File: config.mk
export PLATFORM = sky130hd
export DESIGN_NAME = skinny_inv_sbox8_pini1_hs_flat
export DESIGN_NICKNAME = d
export VERILOG_FILES = /design/src/rtl/skinny_inv_sbox8_pini1_hs_pkg.sv /design/src/rtl/skinny_inv_sbox8_pini1_hs_if.sv /design/src/rtl/skinny_inv_sbox8_pini1_hs_core.sv /design/src/rtl/skinny_inv_sbox8_pini1_hs.sv /design/src/flat_wrapper.sv
export SDC_FILE = /design/constraint.sdc
export NUM_CORES = 1
export LEC_CHECK = 0
export BUFFER_PORTS_ARGS = -buffer_cell sky130_fd_sc_hd__clkbuf_2
export CELL_PAD_IN_SITES_DETAIL_PLACEMENT = 1
export CELL_PAD_IN_SITES_GLOBAL_PLACEMENT = 1
export CORE_MARGIN = 2
export CORE_UTILIZATION = 42
export DETAILED_ROUTE_END_ITERATION = 16
export HOLD_SLACK_MARGIN = 0.12
export PLACE_DENSITY = 0.77
export SKIP_CTS_REPAIR_TIMING = 1
export SLEW_MARGIN = 0
export SYNTH_ARGS = -nofsm -noshare
export SYNTH_HDL_FRONTEND = slang
export SYNTH_SLANG_ARGS = --single-unit
File: constraint.sdc
create_clock -name clk -period 1.6 [get_ports clk]
set_input_delay 0.32 -clock clk [delete_from_list [all_inputs] [get_ports clk]]
set_output_delay 0.32 -clock clk [all_outputs]
set_load 0.005 [all_outputs]
File: src/rtl/skinny_inv_sbox8_pini1_hs_pkg.sv
// skinny_pini_pkg: shared constants, counter type and FSM state type for the masked inverse S-box
// No ports; imported by the interface, the datapath core and the top level.
package skinny_pini_pkg;
    localparam int INV_SBOX_LAT = 4;
    localparam int NSHARES = 2;
    localparam int RBITS = 8;
    localparam int CNT_W = 2;
    typedef logic [CNT_W-1:0] cnt_t;
    typedef enum logic [1:0] {IDLE, EVAL, CAPT, DONE} state_t;
endpackage

File: src/rtl/skinny_inv_sbox8_pini1_hs_if.sv
// skinny_inv_sbox8_pini1_hs_if: valid/ready bus of the masked inverse S-box
// Signals:
//   in_valid/in_ready   input handshake for si1, si0 (shares) and r (fresh randomness)
//   out_valid/out_ready output handshake for so1, so0 (shares)
//   busy                evaluation in progress
// master = producer/consumer side, slave = S-box side.
interface skinny_inv_sbox8_pini1_hs_if;
    import skinny_pini_pkg::*;
    logic             in_valid;
    logic             in_ready;
    logic [7:0]       si1;
    logic [7:0]       si0;
    logic [RBITS-1:0] r;
    logic             out_valid;
    logic             out_ready;
    logic [7:0]       so1;
    logic [7:0]       so0;
    logic             busy;
    modport master (
        output in_valid, si1, si0, r, out_ready,
        input  in_ready, out_valid, so1, so0, busy
    );
    modport slave (
        input  in_valid, si1, si0, r, out_ready,
        output in_ready, out_valid, so1, so0, busy
    );
endinterface

File: src/rtl/skinny_inv_sbox8_pini1_hs_core.sv
// pini1_sbox8_cfn_fr: first-order PINI gadget f = NOR(a,b) ^ z on two shares, one register stage
// Ports:
//   clk, rst            clock, synchronous active-high reset (clears all registers)
//   i_a1/i_a0, i_b1/i_b0, i_z1/i_z0  shares of a, b, z
//   i_r                 one fresh random bit
//   o_f1/o_f0           shares of f, valid one edge after the inputs
module pini1_sbox8_cfn_fr (
    input  logic clk,
    input  logic rst,
    input  logic i_a1,
    input  logic i_a0,
    input  logic i_b1,
    input  logic i_b0,
    input  logic i_z1,
    input  logic i_z0,
    input  logic i_r,
    output logic o_f1,
    output logic o_f0
);
    // NOR(a,b) = A & B with A = ~a, B = ~b; complementing share 0 complements the value.
    // The AND is an HPC2 multiplication: cross-share terms only meet after registers.
    logic w_na0;
    logic w_nb0;
    (* equivalent_register_removal = "no" *) logic r_p1, r_p0;
    (* equivalent_register_removal = "no" *) logic r_q1, r_q0;
    (* equivalent_register_removal = "no" *) logic r_m1, r_m0;
    (* equivalent_register_removal = "no" *) logic r_x1, r_x0;
    (* equivalent_register_removal = "no" *) logic r_z1, r_z0;
    assign w_na0 = ~i_a0;
    assign w_nb0 = ~i_b0;
    always_ff @(posedge clk) begin
        if (rst) begin
            {r_p1, r_p0, r_q1, r_q0, r_m1, r_m0, r_x1, r_x0, r_z1, r_z0} <= '0;
        end else begin
            r_p0 <= w_na0 & w_nb0;
            r_p1 <= i_a1 & i_b1;
            r_q0 <= i_a0 & i_r;
            r_q1 <= ~i_a1 & i_r;
            r_m0 <= w_na0;
            r_m1 <= i_a1;
            r_x0 <= i_b1 ^ i_r;
            r_x1 <= w_nb0 ^ i_r;
            r_z0 <= i_z0;
            r_z1 <= i_z1;
        end
    end
    assign o_f0 = r_p0 ^ r_q0 ^ (r_m0 & r_x0) ^ r_z0;
    assign o_f1 = r_p1 ^ r_q1 ^ (r_m1 & r_x1) ^ r_z1;
endmodule

// skinny_inv_sbox8_pini1_core: 8-gadget masked S8 inverse network, four gadget layers deep
// Ports:
//   clk, rst            clock, synchronous active-high reset
//   i_o1/i_o0           input shares, must stay stable during evaluation
//   i_r                 one fresh bit per gadget
//   o_b1/o_b0           result shares, valid four edges after the inputs settle
module skinny_inv_sbox8_pini1_core
    import skinny_pini_pkg::*;
(
    input  logic             clk,
    input  logic             rst,
    input  logic [7:0]       i_o1,
    input  logic [7:0]       i_o0,
    input  logic [RBITS-1:0] i_r,
    output logic [7:0]       o_b1,
    output logic [7:0]       o_b0
);
    // Gadget g produces result bit b[g]. Operand index 0..7 selects o, 8..15 selects b.
    localparam int SA [8] = '{11, 5, 3, 7, 15, 6, 10, 2};
    localparam int SB [8] = '{10, 11, 1, 6, 14, 5, 9, 7};
    localparam int SZ [8] = '{5, 3, 0, 4, 6, 7, 2, 1};
    localparam int RI [8] = '{5, 4, 0, 1, 7, 3, 6, 2};
    logic [15:0] w_v1;
    logic [15:0] w_v0;
    assign w_v1 = {o_b1, i_o1};
    assign w_v0 = {o_b0, i_o0};
    for (genvar g = 0; g < 8; g++) begin : g_gadget
        pini1_sbox8_cfn_fr u_gadget (
            .clk  (clk),
            .rst  (rst),
            .i_a1 (w_v1[SA[g]]),
            .i_a0 (w_v0[SA[g]]),
            .i_b1 (w_v1[SB[g]]),
            .i_b0 (w_v0[SB[g]]),
            .i_z1 (w_v1[SZ[g]]),
            .i_z0 (w_v0[SZ[g]]),
            .i_r  (i_r[RI[g]]),
            .o_f1 (o_b1[g]),
            .o_f0 (o_b0[g])
        );
    end
endmodule

File: src/rtl/skinny_inv_sbox8_pini1_hs.sv
// skinny_inv_sbox8_pini1_hs: masked SKINNY-128 inverse S-box with valid/ready handshake
// Ports:
//   clk   rising-edge clock
//   rst   synchronous active-high reset; aborts any transfer in flight
//   bus   slave side of skinny_inv_sbox8_pini1_hs_if (input shares + randomness in,
//         output shares out, busy while evaluating)
module skinny_inv_sbox8_pini1_hs
    import skinny_pini_pkg::*;
(
    input logic                         clk,
    input logic                         rst,
    skinny_inv_sbox8_pini1_hs_if.slave  bus
);
    localparam cnt_t CNT_LAST = cnt_t'(INV_SBOX_LAT - 1);
    state_t r_state;
    state_t w_state_nx;
    cnt_t   r_cnt;
    cnt_t   w_cnt_nx;
    logic   w_acc;
    logic   w_ld;
    logic [7:0] w_b1;
    logic [7:0] w_b0;
    (* equivalent_register_removal = "no" *) logic [NSHARES-1:0][7:0] r_hold;
    (* equivalent_register_removal = "no" *) logic [RBITS-1:0] r_rnd;
    (* equivalent_register_removal = "no" *) logic [7:0] r_so1;
    (* equivalent_register_removal = "no" *) logic [7:0] r_so0;
    assign bus.in_ready  = !rst && (r_state == IDLE || (r_state == DONE && bus.out_ready));
    assign bus.out_valid = r_state == DONE;
    assign bus.busy      = r_state == EVAL || r_state == CAPT;
    assign bus.so1       = r_so1;
    assign bus.so0       = r_so0;
    assign w_acc         = bus.in_valid && bus.in_ready;
    // Holding registers keep the gadget inputs stable for the whole evaluation.
    skinny_inv_sbox8_pini1_core u_core (
        .clk  (clk),
        .rst  (rst),
        .i_o1 (r_hold[1]),
        .i_o0 (r_hold[0]),
        .i_r  (r_rnd),
        .o_b1 (w_b1),
        .o_b0 (w_b0)
    );
    always_comb begin
        w_state_nx = r_state;
        w_cnt_nx   = r_cnt;
        w_ld       = 1'b0;
        case (r_state)
            IDLE: begin
                w_state_nx = w_acc ? EVAL : IDLE;
                w_cnt_nx   = '0;
            end
            EVAL: begin
                w_state_nx = r_cnt == CNT_LAST ? CAPT : EVAL;
                w_cnt_nx   = r_cnt + 1'b1;
            end
            CAPT: begin
                w_state_nx = DONE;
                w_ld       = 1'b1;
            end
            DONE: begin
                w_state_nx = bus.out_ready ? (bus.in_valid ? EVAL : IDLE) : DONE;
                w_cnt_nx   = '0;
            end
            default: w_state_nx = IDLE;
        endcase
    end
    always_ff @(posedge clk) begin
        if (rst) begin
            r_state <= IDLE;
            r_cnt   <= '0;
            r_hold  <= '0;
            r_rnd   <= '0;
            r_so1   <= '0;
            r_so0   <= '0;
        end else begin
            r_state <= w_state_nx;
            r_cnt   <= w_cnt_nx;
            if (w_acc) begin
                r_hold <= {bus.si1, bus.si0};
                r_rnd  <= bus.r;
            end
            if (w_ld) begin
                r_so1 <= w_b1;
                r_so0 <= w_b0;
            end
        end
    end
endmodule

File: src/flat_wrapper.sv
// flat-port wrapper written by rule: the top's interface ports become plain ports
module skinny_inv_sbox8_pini1_hs_flat import skinny_pini_pkg::*;
  (clk, rst, bus_in_valid, bus_si1, bus_si0, bus_r, bus_out_ready, bus_in_ready, bus_out_valid, bus_so1, bus_so0, bus_busy);
  skinny_inv_sbox8_pini1_hs_if bus_i ();
  input logic clk;
  input logic rst;
  input wire logic [$bits(bus_i.in_valid)-1:0] bus_in_valid;
  input wire logic [$bits(bus_i.si1)-1:0] bus_si1;
  input wire logic [$bits(bus_i.si0)-1:0] bus_si0;
  input wire logic [$bits(bus_i.r)-1:0] bus_r;
  input wire logic [$bits(bus_i.out_ready)-1:0] bus_out_ready;
  output wire logic [$bits(bus_i.in_ready)-1:0] bus_in_ready;
  output wire logic [$bits(bus_i.out_valid)-1:0] bus_out_valid;
  output wire logic [$bits(bus_i.so1)-1:0] bus_so1;
  output wire logic [$bits(bus_i.so0)-1:0] bus_so0;
  output wire logic [$bits(bus_i.busy)-1:0] bus_busy;
  assign bus_i.in_valid = bus_in_valid;
  assign bus_i.si1 = bus_si1;
  assign bus_i.si0 = bus_si0;
  assign bus_i.r = bus_r;
  assign bus_i.out_ready = bus_out_ready;
  assign bus_in_ready = bus_i.in_ready;
  assign bus_out_valid = bus_i.out_valid;
  assign bus_so1 = bus_i.so1;
  assign bus_so0 = bus_i.so0;
  assign bus_busy = bus_i.busy;
  skinny_inv_sbox8_pini1_hs u_core (.clk(clk), .rst(rst), .bus(bus_i));
endmodule
Word level (Yosys, flattened, before mapping) --
Cells that the tools add are included.
Storage, ports and cells: flip-flop bits (word level) 119, bits of input ports 28, output and inout bits 19
Operators by class: add/sub/neg operators 1, equal/unequal tests 4, multiplexer cells 7, bitwise logic cells 131, reduce and logical (&&, ||, !) cells 9
Operators with widths (number):
- $xor 1x1->1 | 64
- $and 1x1->1 | 48
- $not 1->1 | 19
- $pmux 2 s4 | 1
- $eq 2x2->1 const B | 3
- $mux 2 | 2
- $pmux 2 s2 | 1
- $logic_and 1x1->1 | 3
- $mux 1 | 3
- $add 2x1->2 const B | 1
- $eq 2x1->1 const B | 1
- $logic_not 2->1 | 1
- $logic_or 1x1->1 | 2
- $reduce_bool 2->1 | 1
- $reduce_or 2->1 | 1
- $logic_not 1->1 | 1

Depth between registers and ports, before layout --
word-level depth 7, gate-level depth with buffers 6, mapped depth without buffers 5

By module --
Synthesis repeated with hierarchy kept, for this count alone.
Second synthesis, totals: cell total of the unflattened synthesis 391, area, all modules 4655.7 µm²
By module, submodules not included:
- pini1_sbox8_cfn_fr | times used 8, cells each 29, area each 357.8 µm², seq. area each 200.2 µm²
- skinny_inv_sbox8_pini1_hs | times used 1, cells each 159, area each 1793.0 µm², seq. area each 880.8 µm²

Worst setup path after synthesis --
Ideal clock, no wire load.
kind register -> register, start point register u_core.r_state[1], end point register u_core.r_hold[0] in the netlist's numbering, arrival time 1510 ps, required time 1479 ps, setup slack -31 ps, cell stages (with the launch flop) 6, path buffers 1, period minus slack after synthesis 1631 ps, cells stage by stage dfxtp_1 -> ha_1 -> a21oi_2 -> nor3b_4 -> buf_6 -> mux2_2
Between the ends: longest elaborated chain between the ends 5, elaborated cells on any way between the ends 6
RTL lines:
- start, declared | line skinny_inv_sbox8_pini1_hs.sv:15 | state_t r_state;
- start signal, assigned | line skinny_inv_sbox8_pini1_hs.sv:76 | r_state <= w_state_nx;
- $eq 2x2->1
- named net bus_out_valid | line flat_wrapper.sv:13 | output wire logic [$bits(bus_i.out_valid)-1:0] bus_out_valid;
- $logic_and 1x1->1 | line skinny_inv_sbox8_pini1_hs.sv:27 | assign bus.in_ready = !rst && (r_state == IDLE || (r_state == DONE && bus.out_ready));
- $logic_or 1x1->1 | line skinny_inv_sbox8_pini1_hs.sv:27
- $logic_and 1x1->1 | line skinny_inv_sbox8_pini1_hs.sv:27
- $logic_and 1x1->1 | line skinny_inv_sbox8_pini1_hs.sv:32 | assign w_acc = bus.in_valid && bus.in_ready;
- end signal, assigned | line skinny_inv_sbox8_pini1_hs.sv:79 | r_hold <= {bus.si1, bus.si0};
- end, declared | line skinny_inv_sbox8_pini1_hs.sv:23 | (* equivalent_register_removal = "no" *) logic [NSHARES-1:0][7:0] r_hold;
The timed path passes the listed nets, and every way through them passes these cells. A chain may end at the register's enable or synchronous reset.

Final worst setup path --
start point register u_core.r_state[1], end point output port bus_in_ready
Between the ends: longest elaborated chain between the ends 4, elaborated cells on any way between the ends 5
RTL lines:
- $eq 2x2->1 | line skinny_inv_sbox8_pini1_hs.sv:27
- $logic_and 1x1->1 | line skinny_inv_sbox8_pini1_hs.sv:27
- $logic_or 1x1->1 (*) | line skinny_inv_sbox8_pini1_hs.sv:27
- $logic_and 1x1->1 (*) | line skinny_inv_sbox8_pini1_hs.sv:27
- end, declared | line flat_wrapper.sv:12 | output wire logic [$bits(bus_i.in_ready)-1:0] bus_in_ready;
Mark *: on every way between the ends. The rest lies on a longest branch, timed or not.

==> flow_summary.toml <==
[status]
status = "complete, but fails checks"
violations = "setup timing"

[drt]
drt_iter0_drc = 105
routed_wl_um = 11740
vias = 3432
viasPerCell = 5.280
drt_first_pass_iters = 4
wl_per_cell_um = 18.06
route.detailed.drc = 0
ant_nets = 0

[timing]
holdWs_ps = 138.7
clock_skew_ps = 6.629
setup_violations = 3
rsz0062_at_grt = "yes"
maxSlewHeadroom_pct = 64.04
period_share_pct = 103.3
max_freq_ghz = 0.6052
maxSlewViolCount = 0
layout_min_cycle_time_ps = 1652
finalHoldViolations = 0
fin_ws_ps = -52.39
worst_slew_pin_slew_ps = 538.2

[setup_path]
endpoint_kind = "output pin"
critPathMaxStageDelay_ps = 370
reg2reg_slack_ps = -10
start_kind = "flop"
cp.arrival_ps = 1330
cp.required_ps = 1280
critPathBufInv = 2
reg2reg_to = "u_core.r_rnd[6]$_SDFFE_PP0P_"
r2r_start = "u_core.r_state[1]$_SDFF_PP0_"
cp.depth = 5
crit_slowest_cell = "dfxtp_4"
crit_family = "flip-flops"
r2r_cells = 7
cp_max_fo = 3
crit_type = "flop to output pin"
cp-startpoint = "u_core.r_state[1]$_SDFF_PP0_"
crit_path_end = "bus_in_ready"
path_cells = "inv_2 -> ha_4 -> a21oi_4 -> nor2_2 -> clkbuf_2"

[synthesis]
yosysMostFrequentCell = "dfxtp_1"
yosysUniqueCellTypes = 31
avgSynthCellArea_sq_um = 10.99
synth_seq_cells = 119
async_flop_share_pct = 0
synth_area_leaders = "dfxtp_1, xnor3_1, mux2_2"
synth_top_area_share_pct = 49.51
yosys.area.top_type = "dfxtp_1"
yosys_warnings = 0
syn-cell-area_sq_um = 4812
synth.top_cells.by_count = "dfxtp_1, nor2_1, nor2b_1"
yosys_most_used_dff = "dfxtp_1"
syn_inst = 438
synth_nets = 473
synth_edf_count = 0
seq_area_frac_synth_pct = 49.51

[floorplanning]
row_count = 39
core_region_area_sq_um = 11320
die_x_um = 111.0
die-area_sq_um = 12330
ios = 47
die_h_um = 111.0
initial_core_util_pct = 42.51

[global_route]
antenna_found_initial = 0
grt_max_degree = 44
grt_pass1_vias = 3734
grt_use_total_pct = 19.33
grt_pass1_wl_um = 18550
overflow = 0

[clocking]
cts_root_buffer = "clkbuf_16"
numCtsBuffers = 17
cts_tree = "done"
cts_htree_levels = 4
clock_path_buffers = 2
clk-insertion-delay-late_ps = 410
clock-sinks = 119
clk_pin_slew_ps = 50

[pwr]
leakagePower_nw = 2.566
vdd_drop_max_v = 0.0007863
p_per_area_nw_per_um2 = 1279

[worst_hold_path]
min_from = "bus_si0[7]"
hp-class = "input port to flop"

[layout]
fin_util_pct = 51.77
multiInputGateArea_sq_um = 2362
largest_register_ffs = 16
stdcell_area_sq_um = 5861
nFillCells = 1236
regMostFlops = "u_core.r_hold"
seq_area_sq_um = 2390
drive_above_1_share_pct = 24.26
area_growth_pct = 21.79
fin_nets = 534
diodes = 0
final_cells = 650

[flow_run]
maxCapViolations = 0

[place]
dp_slack_ps = -2.707
placed_area_sq_um = 5268
port_buffers = 46
place_congestion = 0.7640
dp.cells = 619
dp_hpwl_um = 7638
==> layer usage <==
metal / part of all wire, % / up-vias / wire length, um / track usage (%)
li1: - / 1646 / - / -
met1: 41 / 1714 / 4774 / 20.83
met2: 55 / 53 / 6470 / 35.66
met3: 2.5 / 19 / 296 / 5.249
met4: 1.7 / 0 / 198 / 7.984
met5: 0 / - / 0 / 0
==> worst min path at each step <==
stage | endpoint | slack, ps | cells after the start
after floorplan | u_core.u_core.g_gadget[2].u_gadget.r_q1$_SDFF_PP0_ | 380 | 1
after CTS | u_core.r_hold[15]$_SDFFE_PP0P_ | 130 | 2
after global placement | u_core.u_core.g_gadget[2].u_gadget.r_q1$_SDFF_PP0_ | 390 | 1
after global routing | u_core.r_hold[12]$_SDFFE_PP0P_ | 140 | 2
final | u_core.r_hold[7]$_SDFFE_PP0P_ | 140 | 2
after detailed placement | u_core.u_core.g_gadget[2].u_gadget.r_q1$_SDFF_PP0_ | 400 | 1
==> cells in the final DEF, fill, tap and decap left out, drive strengths merged, types with 3 or more instances in the layout <==
master,Yosys,final
dfxtp,119,119
clkbuf,4,68
nor2,47,47
nor2b,30,30
mux2,24,24
nand4,24,24
xnor2,19,19
nand2,19,19
o211ai,16,16
xnor3,16,16
and2,15,15
xor2,13,13
nor3,12,12
a211oi,11,11
buf,11,10
nand3b,9,9
and3b,8,8
a21boi,8,8
a21bo,8,8
ha,7,7
o21a,5,5
clkinv,0,5
inv,5,5
a21oi,3,3
==> cell type report <==
| cell class | instances | area share (%) |
|---|---|---|
| tap | 143 | 3.053 |
| clock buffer | 21 | 7.857 |
| clock inverter | 6 | 0.9394 |
| inverter | 5 | 0.3629 |
| sequential | 119 | 40.78 |
| multi-input combinational | 299 | 40.31 |
| timing repair buffer | 57 | 6.704 |
==> power by group <==
part,internal [mW],switching [mW]
Combinational,0.391,0.347
Sequential,3.17,0.170
Clock,2.15,1.27
==> logic make-up (layout without fill, tap and decap cells) <==
family / count (synthesis) / count (layout) / share of synthesized area (%)
AND/OR/NAND/NOR: 166 / 166 / 18.75
adder cells (fa/ha/maj): 7 / 7 / 1.820
multiplexers: 24 / 24 / 5.616
flip-flops: 119 / 119 / 49.51
AO/OA/AOI/OAI: 54 / 54 / 8.867
XOR/XNOR: 48 / 48 / 13.31
buffers and inverters: 20 / 89 / 2.132
==> metrics by stage <==
stage	power [mW]	setup TNS (ps)
finish	7.496	-60.31
global route	7.752	-715.5
CTS	7.498	-1029
detailed placement	4.089	-5.379
global placement	4.045	0
floorplan	3.851	0
Note: power is estimated with default switching activity, not from simulation.
